==> config.mk <==
export PLATFORM = sky130hd
export DESIGN_NAME = ps2_host_tx_flat
export DESIGN_NICKNAME = d
export VERILOG_FILES = /design/src/rtl/ps2_host_tx_pkg.sv /design/src/rtl/ps2_host_tx_if.sv /design/src/rtl/ps2_host_tx_line_filter.sv /design/src/rtl/ps2_host_tx.sv /design/src/flat_wrapper.sv
export SDC_FILE = /design/constraint.sdc
export NUM_CORES = 1
export LEC_CHECK = 0
export CORE_MARGIN = 10
export CORE_UTILIZATION = 41
export CTS_CLUSTER_DIAMETER = 60
export CTS_CLUSTER_SIZE = 40
export DETAILED_ROUTE_END_ITERATION = 10
export GPL_TIMING_DRIVEN = 0
export PLACE_DENSITY_LB_ADDON = 0.12
export SLEW_MARGIN = 25
export SYNTH_ARGS = -nofsm -noshare
export SYNTH_HDL_FRONTEND = slang
export SYNTH_SLANG_ARGS = --single-unit
==> constraint.sdc <==
create_clock -name clk -period 3.5 [get_ports clk]
set_clock_uncertainty 0.1 [all_clocks]
set_input_delay 0.525 -clock clk [delete_from_list [all_inputs] [get_ports clk]]
set_output_delay 0.525 -clock clk [all_outputs]
set_load 0.05 [all_outputs]
==> src/rtl/ps2_host_tx_pkg.sv <==
// Shared definitions for the PS/2 host transmitter: FSM states, error codes
// and the odd-parity helper.
package ps2_defs;

  typedef enum logic [2:0] {
    IDLE,
    INHIBIT,
    REQ,
    SEND,
    WAIT_IDLE
  } state_t;

  localparam logic [1:0] ERR_TIMEOUT = 2'b01;
  localparam logic [1:0] ERR_NOACK   = 2'b10;
  localparam int         LAST_BIT    = 11;

  function automatic logic odd_parity(input logic [7:0] d);
    return ~^d;
  endfunction

endpackage

==> src/rtl/ps2_host_tx_if.sv <==
// Command-byte handshake and status between a host controller and ps2_host_tx.
interface ps2_host_tx_if;
  logic [7:0] tx_data;
  logic       tx_valid;
  logic       tx_ready;
  logic       busy;
  logic       done;
  logic       err;
  logic [1:0] err_code;

  modport master (
    output tx_data, tx_valid,
    input  tx_ready, busy, done, err, err_code
  );

  modport slave (
    input  tx_data, tx_valid,
    output tx_ready, busy, done, err, err_code
  );
endinterface

==> src/rtl/ps2_host_tx_line_filter.sv <==
// 2-FF synchronizer plus run-length glitch filter for one PS/2 line.
// Idle level of an open-drain PS/2 line is 1, so the filter resets to 1.
module ps2_line_filter #(
  parameter int FILT_LEN = 8
) (
  input  logic clk,
  input  logic reset,
  input  logic i_pin,
  output logic o_level,
  output logic o_fall
);
  localparam int CW = (FILT_LEN > 1) ? $clog2(FILT_LEN + 1) : 1;

  logic          r_s1;
  logic          r_s2;
  logic          r_level;
  logic          r_fall;
  logic [CW-1:0] r_cnt;

  always_ff @(posedge clk) begin
    if (!reset) begin
      r_s1    <= 1'b1;
      r_s2    <= 1'b1;
      r_level <= 1'b1;
      r_fall  <= 1'b0;
      r_cnt   <= '0;
    end else begin
      r_s1   <= i_pin;
      r_s2   <= r_s1;
      r_fall <= 1'b0;
      if (r_s2 == r_level) begin
        r_cnt <= '0;
      end else if (r_cnt == CW'(FILT_LEN - 1)) begin
        // A change always inverts the level, so a fall is a change away from 1.
        r_level <= r_s2;
        r_fall  <= r_level;
        r_cnt   <= '0;
      end else begin
        r_cnt <= r_cnt + 1'b1;
      end
    end
  end

  assign o_level = r_level;
  assign o_fall  = r_fall;
endmodule

==> src/rtl/ps2_host_tx.sv <==
// PS/2 host-to-device command transmitter: inhibit, request-to-send, clocks out
// start/8 data/parity/stop on device clock falls, then checks the device ack.
module ps2_host_tx
  import ps2_defs::*;
#(
  parameter int INHIBIT_CYC = 6000,
  parameter int REQ_CYC     = 16,
  parameter int TIMEOUT_CYC = 1000000,
  parameter int FILT_LEN    = 8
) (
  input  logic          clk,
  input  logic          reset,
  ps2_host_tx_if.slave  bus,
  input  logic          ps2_clk_in,
  input  logic          ps2_dat_in,
  output logic          ps2_clk_oe,
  output logic          ps2_dat_oe
);
  localparam int CNT_W = $clog2(INHIBIT_CYC + REQ_CYC + TIMEOUT_CYC + 1);

  logic w_clk_lvl;
  logic w_clk_fall;
  logic w_dat_lvl;
  logic w_unused_dat_fall;

  ps2_line_filter #(.FILT_LEN(FILT_LEN)) u_clk_filt (
    .clk(clk), .reset(reset), .i_pin(ps2_clk_in),
    .o_level(w_clk_lvl), .o_fall(w_clk_fall)
  );

  ps2_line_filter #(.FILT_LEN(FILT_LEN)) u_dat_filt (
    .clk(clk), .reset(reset), .i_pin(ps2_dat_in),
    .o_level(w_dat_lvl), .o_fall(w_unused_dat_fall)
  );

  state_t           r_state;
  logic [CNT_W-1:0] r_cnt;
  logic [3:0]       r_bit;
  logic [7:0]       r_data;
  logic             r_par;
  logic             r_ack;
  logic             r_clk_oe;
  logic             r_dat_oe;
  logic             r_ready;
  logic             r_busy;
  logic             r_done;
  logic             r_err;
  logic [1:0]       r_err_code;

  always_ff @(posedge clk) begin
    if (!reset) begin
      r_state    <= IDLE;
      r_cnt      <= '0;
      r_bit      <= '0;
      r_ack      <= 1'b0;
      r_clk_oe   <= 1'b0;
      r_dat_oe   <= 1'b0;
      r_ready    <= 1'b1;
      r_busy     <= 1'b0;
      r_done     <= 1'b0;
      r_err      <= 1'b0;
      r_err_code <= 2'b00;
    end else begin
      r_done <= 1'b0;
      r_err  <= 1'b0;
      unique case (r_state)
        IDLE: begin
          if (bus.tx_valid && r_ready) begin
            r_data     <= bus.tx_data;
            r_par      <= odd_parity(bus.tx_data);
            r_ready    <= 1'b0;
            r_busy     <= 1'b1;
            r_err_code <= 2'b00;
            r_clk_oe   <= 1'b1;
            r_dat_oe   <= 1'b0;
            r_cnt      <= '0;
            r_state    <= INHIBIT;
          end
        end
        INHIBIT: begin
          if (r_cnt == CNT_W'(INHIBIT_CYC - 1)) begin
            r_cnt    <= '0;
            r_dat_oe <= 1'b1;
            r_state  <= REQ;
          end else begin
            r_cnt <= r_cnt + 1'b1;
          end
        end
        REQ: begin
          // Releasing the clock with data still low presents the start bit.
          if (r_cnt == CNT_W'(REQ_CYC - 1)) begin
            r_cnt    <= '0;
            r_bit    <= '0;
            r_clk_oe <= 1'b0;
            r_state  <= SEND;
          end else begin
            r_cnt <= r_cnt + 1'b1;
          end
        end
        SEND, WAIT_IDLE: begin
          if (r_cnt == CNT_W'(TIMEOUT_CYC - 1)) begin
            r_clk_oe   <= 1'b0;
            r_dat_oe   <= 1'b0;
            r_err      <= 1'b1;
            r_err_code <= ERR_TIMEOUT;
            r_busy     <= 1'b0;
            r_ready    <= 1'b1;
            r_state    <= IDLE;
          end else begin
            r_cnt <= r_cnt + 1'b1;
            if (r_state == SEND) begin
              if (w_clk_fall) begin
                r_bit <= r_bit + 1'b1;
                if (r_bit < 4'd8) begin
                  r_dat_oe <= ~r_data[r_bit[2:0]];
                end else if (r_bit == 4'd8) begin
                  r_dat_oe <= ~r_par;
                end else if (r_bit == 4'd9) begin
                  r_dat_oe <= 1'b0;
                end else begin
                  r_ack   <= ~w_dat_lvl;
                  r_state <= WAIT_IDLE;
                end
              end
            end else if (w_clk_lvl && w_dat_lvl) begin
              if (r_ack) begin
                r_done <= 1'b1;
              end else begin
                r_err      <= 1'b1;
                r_err_code <= ERR_NOACK;
              end
              r_busy  <= 1'b0;
              r_ready <= 1'b1;
              r_state <= IDLE;
            end
          end
        end
        default: r_state <= IDLE;
      endcase
    end
  end

  assign ps2_clk_oe   = r_clk_oe;
  assign ps2_dat_oe   = r_dat_oe;
  assign bus.tx_ready = r_ready;
  assign bus.busy     = r_busy;
  assign bus.done     = r_done;
  assign bus.err      = r_err;
  assign bus.err_code = r_err_code;
endmodule

==> src/flat_wrapper.sv <==
// flat-port wrapper written by rule: the top's interface ports become plain ports
module ps2_host_tx_flat import ps2_defs::*;
#(
  parameter int INHIBIT_CYC = 6000,
  parameter int REQ_CYC     = 16,
  parameter int TIMEOUT_CYC = 1000000,
  parameter int FILT_LEN    = 8
)
  (clk, reset, ps2_clk_in, ps2_dat_in, ps2_clk_oe, ps2_dat_oe, bus_tx_data, bus_tx_valid, bus_tx_ready, bus_busy, bus_done, bus_err, bus_err_code);
  ps2_host_tx_if bus_i ();
  input  logic clk;
  input  logic reset;
  input  logic ps2_clk_in;
  input  logic ps2_dat_in;
  output logic ps2_clk_oe;
  output logic ps2_dat_oe;
  input wire logic [$bits(bus_i.tx_data)-1:0] bus_tx_data;
  input wire logic [$bits(bus_i.tx_valid)-1:0] bus_tx_valid;
  output wire logic [$bits(bus_i.tx_ready)-1:0] bus_tx_ready;
  output wire logic [$bits(bus_i.busy)-1:0] bus_busy;
  output wire logic [$bits(bus_i.done)-1:0] bus_done;
  output wire logic [$bits(bus_i.err)-1:0] bus_err;
  output wire logic [$bits(bus_i.err_code)-1:0] bus_err_code;
  assign bus_i.tx_data = bus_tx_data;
  assign bus_i.tx_valid = bus_tx_valid;
  assign bus_tx_ready = bus_i.tx_ready;
  assign bus_busy = bus_i.busy;
  assign bus_done = bus_i.done;
  assign bus_err = bus_i.err;
  assign bus_err_code = bus_i.err_code;
  ps2_host_tx #(.INHIBIT_CYC(INHIBIT_CYC), .REQ_CYC(REQ_CYC), .TIMEOUT_CYC(TIMEOUT_CYC), .FILT_LEN(FILT_LEN)) u_core (.clk(clk), .reset(reset), .bus(bus_i), .ps2_clk_in(ps2_clk_in), .ps2_dat_in(ps2_dat_in), .ps2_clk_oe(ps2_clk_oe), .ps2_dat_oe(ps2_dat_oe));
endmodule
==> impl_metrics.tcl, run 1 <==
set metrics [dict create \
    run_status "complete, no violations" \
    cap_viol_max_count 0 \
    dieArea_sq_um 11000 \
    htree_num_levels 3 \
    cts_tree "yes" \
    finalHoldViolations 0 \
    ys_seq_elements 60 \
    worst_slack_ns 1.08 \
    grt_max_degree 12 \
    seq_area_frac_synth 0.437 \
    grt_pass1_vias 2367 \
    synthDistinctLibCells 55 \
    period_needed_ns 2.42 \
    clock_sinks 60 \
    clkSlewWorstSetupHoldPaths_ns 0.07 \
    antenna_cells 0 \
    synth_edf_count 9 \
    critPathMaxStageDelay_ns 0.54 \
    p_leak_nw 1.22 \
    drt_iter0_markers 108 \
    endpoint_kind "register" \
    vias 2447 \
    portBuffers 20 \
    worst_pin_slew_ns 0.691 \
    crit_arrival_ns 2.56 \
    num-nets-final 369 \
    dpl.hpwl_mm 4.84 \
    max-slew-margin-rel 0.539 \
    hold_class "register to register" \
    syn_area_sq_um 2950 \
    drt-pass1-iter-count 4 \
    die_height_um 105 \
    postSynthAreaPerCell_sq_um 9.26 \
    timing.final.crit_share 0.692 \
    synth-main-ff-cell "dfxtp_1" \
    overflow 0 \
    rsz0062_at_grt "false" \
    final_antenna_net_count 0 \
    clk_path_buf_depth 2 \
    cts_root_buf "clkbuf_8" \
    routabilityCongestion 0.835 \
    final_core_util 0.507 \
    initial_utilization 0.428 \
    synth_warnings 0 \
    drv_slew 0 \
    numCtsBuffers 9 \
    hold_buffers 0 \
    core_area_sq_um 6910 \
    grtUsageTotal 0.126 \
    final_layout_size_suffix_gt1_frac 0.101 \
    ir_worst_vdd_mv 0.306 \
    p_total_mw 1.59 \
    antenna_found_initial 0 \
    cellPowerDensity_nw_per_um2 454 \
    timing.fmax_mhz 413 \
    wl_mm 6.69 \
    io_pins 21 \
    cts_resized 0 \
    setup_violations 0 \
    drc_errors 0 \
    worst_ep_required_time_ns 3.64 \
    critPathLaunchType "register" \
    dp_slack_ns 0.831 \
    clk-insertion-delay-late_ns 0.35 \
    vias_per_cell 5.41 \
    worstPathMaxFanout 10 \
    wl_per_cell_um 14.8 \
    cp_cell_sequence "clkbuf_1 -> or2b_2 -> o21ai_0 -> a31o_2 -> buf_4 -> mux2i_1 -> nor2_1" \
    crit_type "register to register" \
    die_x_um 105 \
    rrSetupSlack_ns 1.08 \
    synthCells 319 \
    synth_nets 337 \
    grt_pass1_wl_mm 11.4 \
    rows 30 \
    synthArstFlopShare 0 \
    area.growth.synth_to_final_pct 18.6 \
    cpMaxStageDelayCell "o21ai_0" \
    cts_setup_buffers 0 \
]
sequential cells by signal, indices dropped and copies added (netlist names):
| name | flops |
|---|---|
| u_core.bus.busy | 1 |
| u_core.bus.done | 1 |
| u_core.bus.err | 1 |
| u_core.bus.err_code | 2 |
| u_core.bus.tx_ready | 1 |
| u_core.ps2_clk_oe | 1 |
| u_core.ps2_dat_oe | 1 |
| u_core.r_ack | 1 |
| u_core.r_bit | 4 |
| u_core.r_cnt | 20 |
| u_core.r_data | 8 |
| u_core.r_par | 1 |
| u_core.r_state | 3 |
| u_core.u_clk_filt.o_fall | 1 |
| u_core.u_clk_filt.o_level | 1 |
| u_core.u_clk_filt.r_cnt | 4 |
| u_core.u_clk_filt.r_s1 | 1 |
| u_core.u_clk_filt.r_s2 | 1 |
| u_core.u_dat_filt.o_level | 1 |
| u_core.u_dat_filt.r_cnt | 4 |
| u_core.u_dat_filt.r_s1 | 1 |
| u_core.u_dat_filt.r_s2 | 1 |
cell usage in the layout, fill, tap and decap left out, drive strengths merged, types with 6 or more instances in the layout:
master / netlist / routed
a21oi: 23 / 23
and3: 8 / 8
buf: 5 / 6
clkbuf: 8 / 18
clkdlybuf4s50: 0 / 20
dfxtp: 51 / 51
edfxtp: 9 / 9
inv: 9 / 9
nand2: 19 / 19
nand3: 18 / 18
nand3b: 6 / 6
nor2: 29 / 29
nor3: 8 / 8
nor4: 7 / 7
o21ai: 12 / 12
or3: 6 / 6
or4: 7 / 7
xnor2: 15 / 15
xor2: 9 / 9
synth_stat cells (3+ instances only):
master | n | area [sq um]
edfxtp_1 | 9 | 270
or3_1 | 6 | 37.5
o21ai_0 | 12 | 60.1
mux2_2 | 3 | 33.8
ha_1 | 5 | 62.6
a21o_1 | 5 | 37.5
nor2_1 | 28 | 105
nand2b_1 | 5 | 31.3
and4_1 | 3 | 26.3
nand2_1 | 19 | 71.3
o22ai_1 | 4 | 25.0
mux2i_1 | 5 | 50.1
nand4_1 | 5 | 31.3
a21boi_0 | 3 | 22.5
nor3_1 | 8 | 40.0
o31ai_1 | 3 | 22.5
a311oi_1 | 3 | 26.3
inv_1 | 9 | 33.8
nor4_1 | 5 | 31.3
dfxtp_1 | 51 | 1020
xor2_1 | 9 | 78.8
clkbuf_1 | 7 | 26.3
nand3b_1 | 6 | 45.0
a2111oi_0 | 3 | 26.3
or4_1 | 5 | 37.5
nand3_1 | 18 | 90.1
and3_1 | 8 | 50.1
xnor2_1 | 15 | 131
a21oi_1 | 23 | 115
logic make-up (layout without fill, tap and decap cells):
| group | Yosys count | count (layout) | synth area share |
|---|---|---|---|
| xor+xnor | 24 | 24 | 0.0712 |
| simple gates | 131 | 131 | 0.249 |
| flops | 60 | 60 | 0.437 |
| mux | 8 | 8 | 0.0284 |
| buf+inv | 22 | 59 | 0.0394 |
| fa+ha+maj | 5 | 5 | 0.0212 |
| compound gates | 69 | 69 | 0.153 |
critical path: cells and delay by family (launching register included):
family,cells,cell delay [ns]
buffers and inverters,2,0.42
flip-flops,1,0.31
AO/OA/AOI/OAI,2,0.90
multiplexers,1,0.19
AND/OR/NAND/NOR,2,0.41
final timing paths:
kind	startpoint	endpoint	cells past startpoint
worst max-delay path	u_core.r_state[1]	u_core.r_cnt[1]	7
worst min-delay path	u_core.u_clk_filt.r_s1	u_core.u_clk_filt.r_s2	1
worst max register to register	u_core.r_state[1]	u_core.r_cnt[1]	7
worst min register to register	u_core.u_clk_filt.r_s1	u_core.u_clk_filt.r_s2	1
per-layer routing:
metal	global-route usage	up-vias	wire length [um]
met3	0.0424	11	255
met1	0.157	1165	3290
met4	0.0529	0	116
met5	0	-	0
li1	-	1237	-
met2	0.194	34	3030
layout make-up:
class	count	area (sq um)
clock buffers	10	128
well taps	96	120
fillers	702	3400
plain buffers	13	82.6
inverters	9	33.8
multi-input cells	237	1550
clock inverters	6	88.8
repair buffers	21	208
flip-flops and latches	60	1290
through the flow:
stage / hold WS (ns) / std cells / instance area (sq um) / setup TNS [ns]
floorplan: 0.286 / 319 / 2950 / 0
global route: 0.334 / 452 / 3500 / 0
detailed placement: 0.301 / 436 / 3290 / 0
CTS: 0.316 / 452 / 3500 / 0
global placement: 0.291 / 435 / 3270 / -0.222
finish: 0.312 / 452 / 3500 / 0
power breakdown:
part           internal, mW  switching [mW]
Sequential            0.722          0.0131
Clock                 0.401           0.288
Combinational        0.0721          0.0941
(Power assumes the default switching activity.)
==> run 2, diff against run 1 <==
==> constraint.sdc (replaced) <==
create_clock -name clk -period 2.4 [get_ports clk]
set_clock_uncertainty 0.1 [all_clocks]
set_input_delay 0.36 -clock clk [delete_from_list [all_inputs] [get_ports clk]]
set_output_delay 0.36 -clock clk [all_outputs]
set_load 0.05 [all_outputs]
==> run 2 against run 1 <==
Routed wire length rose by 0.64%. Sequential power rose by 46%. Highest routed layer unchanged. Core utilization rose by 0.60 points. Fmax rose by 7.2%.
==> impl_metrics.tcl, run 2 (synthesis gave the netlist of run 1 again) <==
set metrics [dict create \
    largest_reg_flops 20 \
    fin_cells 453 \
    finalHoldViolations 0 \
    timing.fmax_mhz 443 \
    grt_pass1_wl_mm 11.4 \
    layout_common_cells "51 x dfxtp_1, 27 x nor2_1, 22 x a21oi_1" \
    clock_sinks 60 \
    wl_per_cell_um 14.9 \
    met1Wirelength_mm 3.31 \
    hold_class "register to register" \
    final_common_cell "dfxtp_1" \
    cts_tree "yes" \
    numCtsBuffers 9 \
    wl_met2_mm 3.07 \
    clk_path_buf_depth 2 \
    reg_top3 "u_core.r_cnt (20), u_core.r_data (8)" \
    period_needed_ns 2.26 \
    crit_arrival_ns 2.41 \
    die_height_um 105 \
    endpoint_kind "register" \
    io_pins 21 \
    final_layout_size_suffix_gt1_frac 0.115 \
    p_leak_nw 1.24 \
    grt_pass1_vias 2367 \
    drc_errors 0 \
    highest_layer "met4" \
    setup_violations 0 \
    die_x_um 105 \
    place_inst 436 \
    max-slew-margin-rel 0.544 \
    hold_buffers 0 \
    cap_viol_max_count 0 \
    num-nets-final 370 \
    ir_worst_vdd_mv 0.445 \
    antenna_found_initial 0 \
    regMostFlops "u_core.r_cnt" \
    grtUsageTotal 0.126 \
    dieArea_sq_um 11000 \
    finalSetupTns_ns 0 \
    grt_max_degree 12 \
    final_antenna_net_count 0 \
    place_area_sq_um 3290 \
    clk-insertion-delay-late_ns 0.35 \
    worst_pin_slew_ns 0.682 \
    drv_slew 0 \
    run_status "complete, no violations" \
    p_total_mw 2.32 \
    drt_iter0_markers 135 \
    routabilityCongestion 0.835 \
    final_core_util 0.513 \
    worst_slack_ns 0.142 \
    rsz0062_at_grt "false" \
    rows 30 \
    drt-pass1-iter-count 4 \
    vias_per_cell 5.42 \
    htree_num_levels 3 \
    crit_type "register to register" \
    timing.final.crit_share 0.941 \
    wl_mm 6.74 \
    fin_area_sq_um 3540 \
    cts_root_buf "clkbuf_8" \
    cellPowerDensity_nw_per_um2 655 \
    area.growth.synth_to_final_pct 20.0 \
    core_area_sq_um 6910 \
    clkSlewWorstSetupHoldPaths_ns 0.07 \
    initial_utilization 0.428 \
    antenna_cells 0 \
    wl_met3_um 234 \
    hold_slack_ns 0.312 \
    dp_slack_ns -0.104 \
    vias 2457 \
    worstPathMaxFanout 6 \
    dpl.hpwl_mm 4.84 \
    worst_ep_required_time_ns 2.56 \
    portBuffers 20 \
    overflow 0 \
    critPathLaunchType "register" \
]
## run 2: power by group
part	total, mW	switching (mW)	internal, mW	leakage [nW]
combinational	0.246	0.138	0.107	0.638
clock	1.01	0.421	0.584	0.102
sequential	1.07	0.0189	1.05	0.496
## run 2: area by class of cell
cell class	count	area, sq um
repair buffers	22	215
multi-input cells	237	1590
clock buffers	10	128
clock inverters	6	88.8
flip-flops and latches	60	1290
well taps	96	120
plain buffers	13	82.6
fillers	695	3360
inverters	9	33.8
## run 2: what timing repair did
action	4_1_cts	5_1_grt
setup endpoints to repair	0	23
resized for setup	0	9
buffers inserted	0	1
## run 2: worst paths after layout
| path | start | to | depth (start not counted) | slack (ns) |
|---|---|---|---|---|
| worst min-delay path | u_core.u_clk_filt.r_s1 | u_core.u_clk_filt.r_s2 | 1 | 0.31 |
| worst max-delay path | u_core.r_cnt[8] | u_core.ps2_dat_oe | 5 | 0.14 |
| worst min register to register | u_core.u_clk_filt.r_s1 | u_core.u_clk_filt.r_s2 | 1 | 0.31 |
| worst max register to register | u_core.r_cnt[8] | u_core.ps2_dat_oe | 5 | 0.14 |
## run 2: metal layers
metal	GRT usage	vias up
met5	0	-
met4	0.0529	0
met3	0.0424	11
met2	0.194	38
met1	0.157	1166
li1	-	1242
## run 2: critical path, cell delays in order, from the launching register on
cell and delay (ns):
dfxtp_1 0.37, or4_1 0.60, nor4_4 0.37, and2_1 0.35, a2111oi_0 0.11, nor4_1 0.26
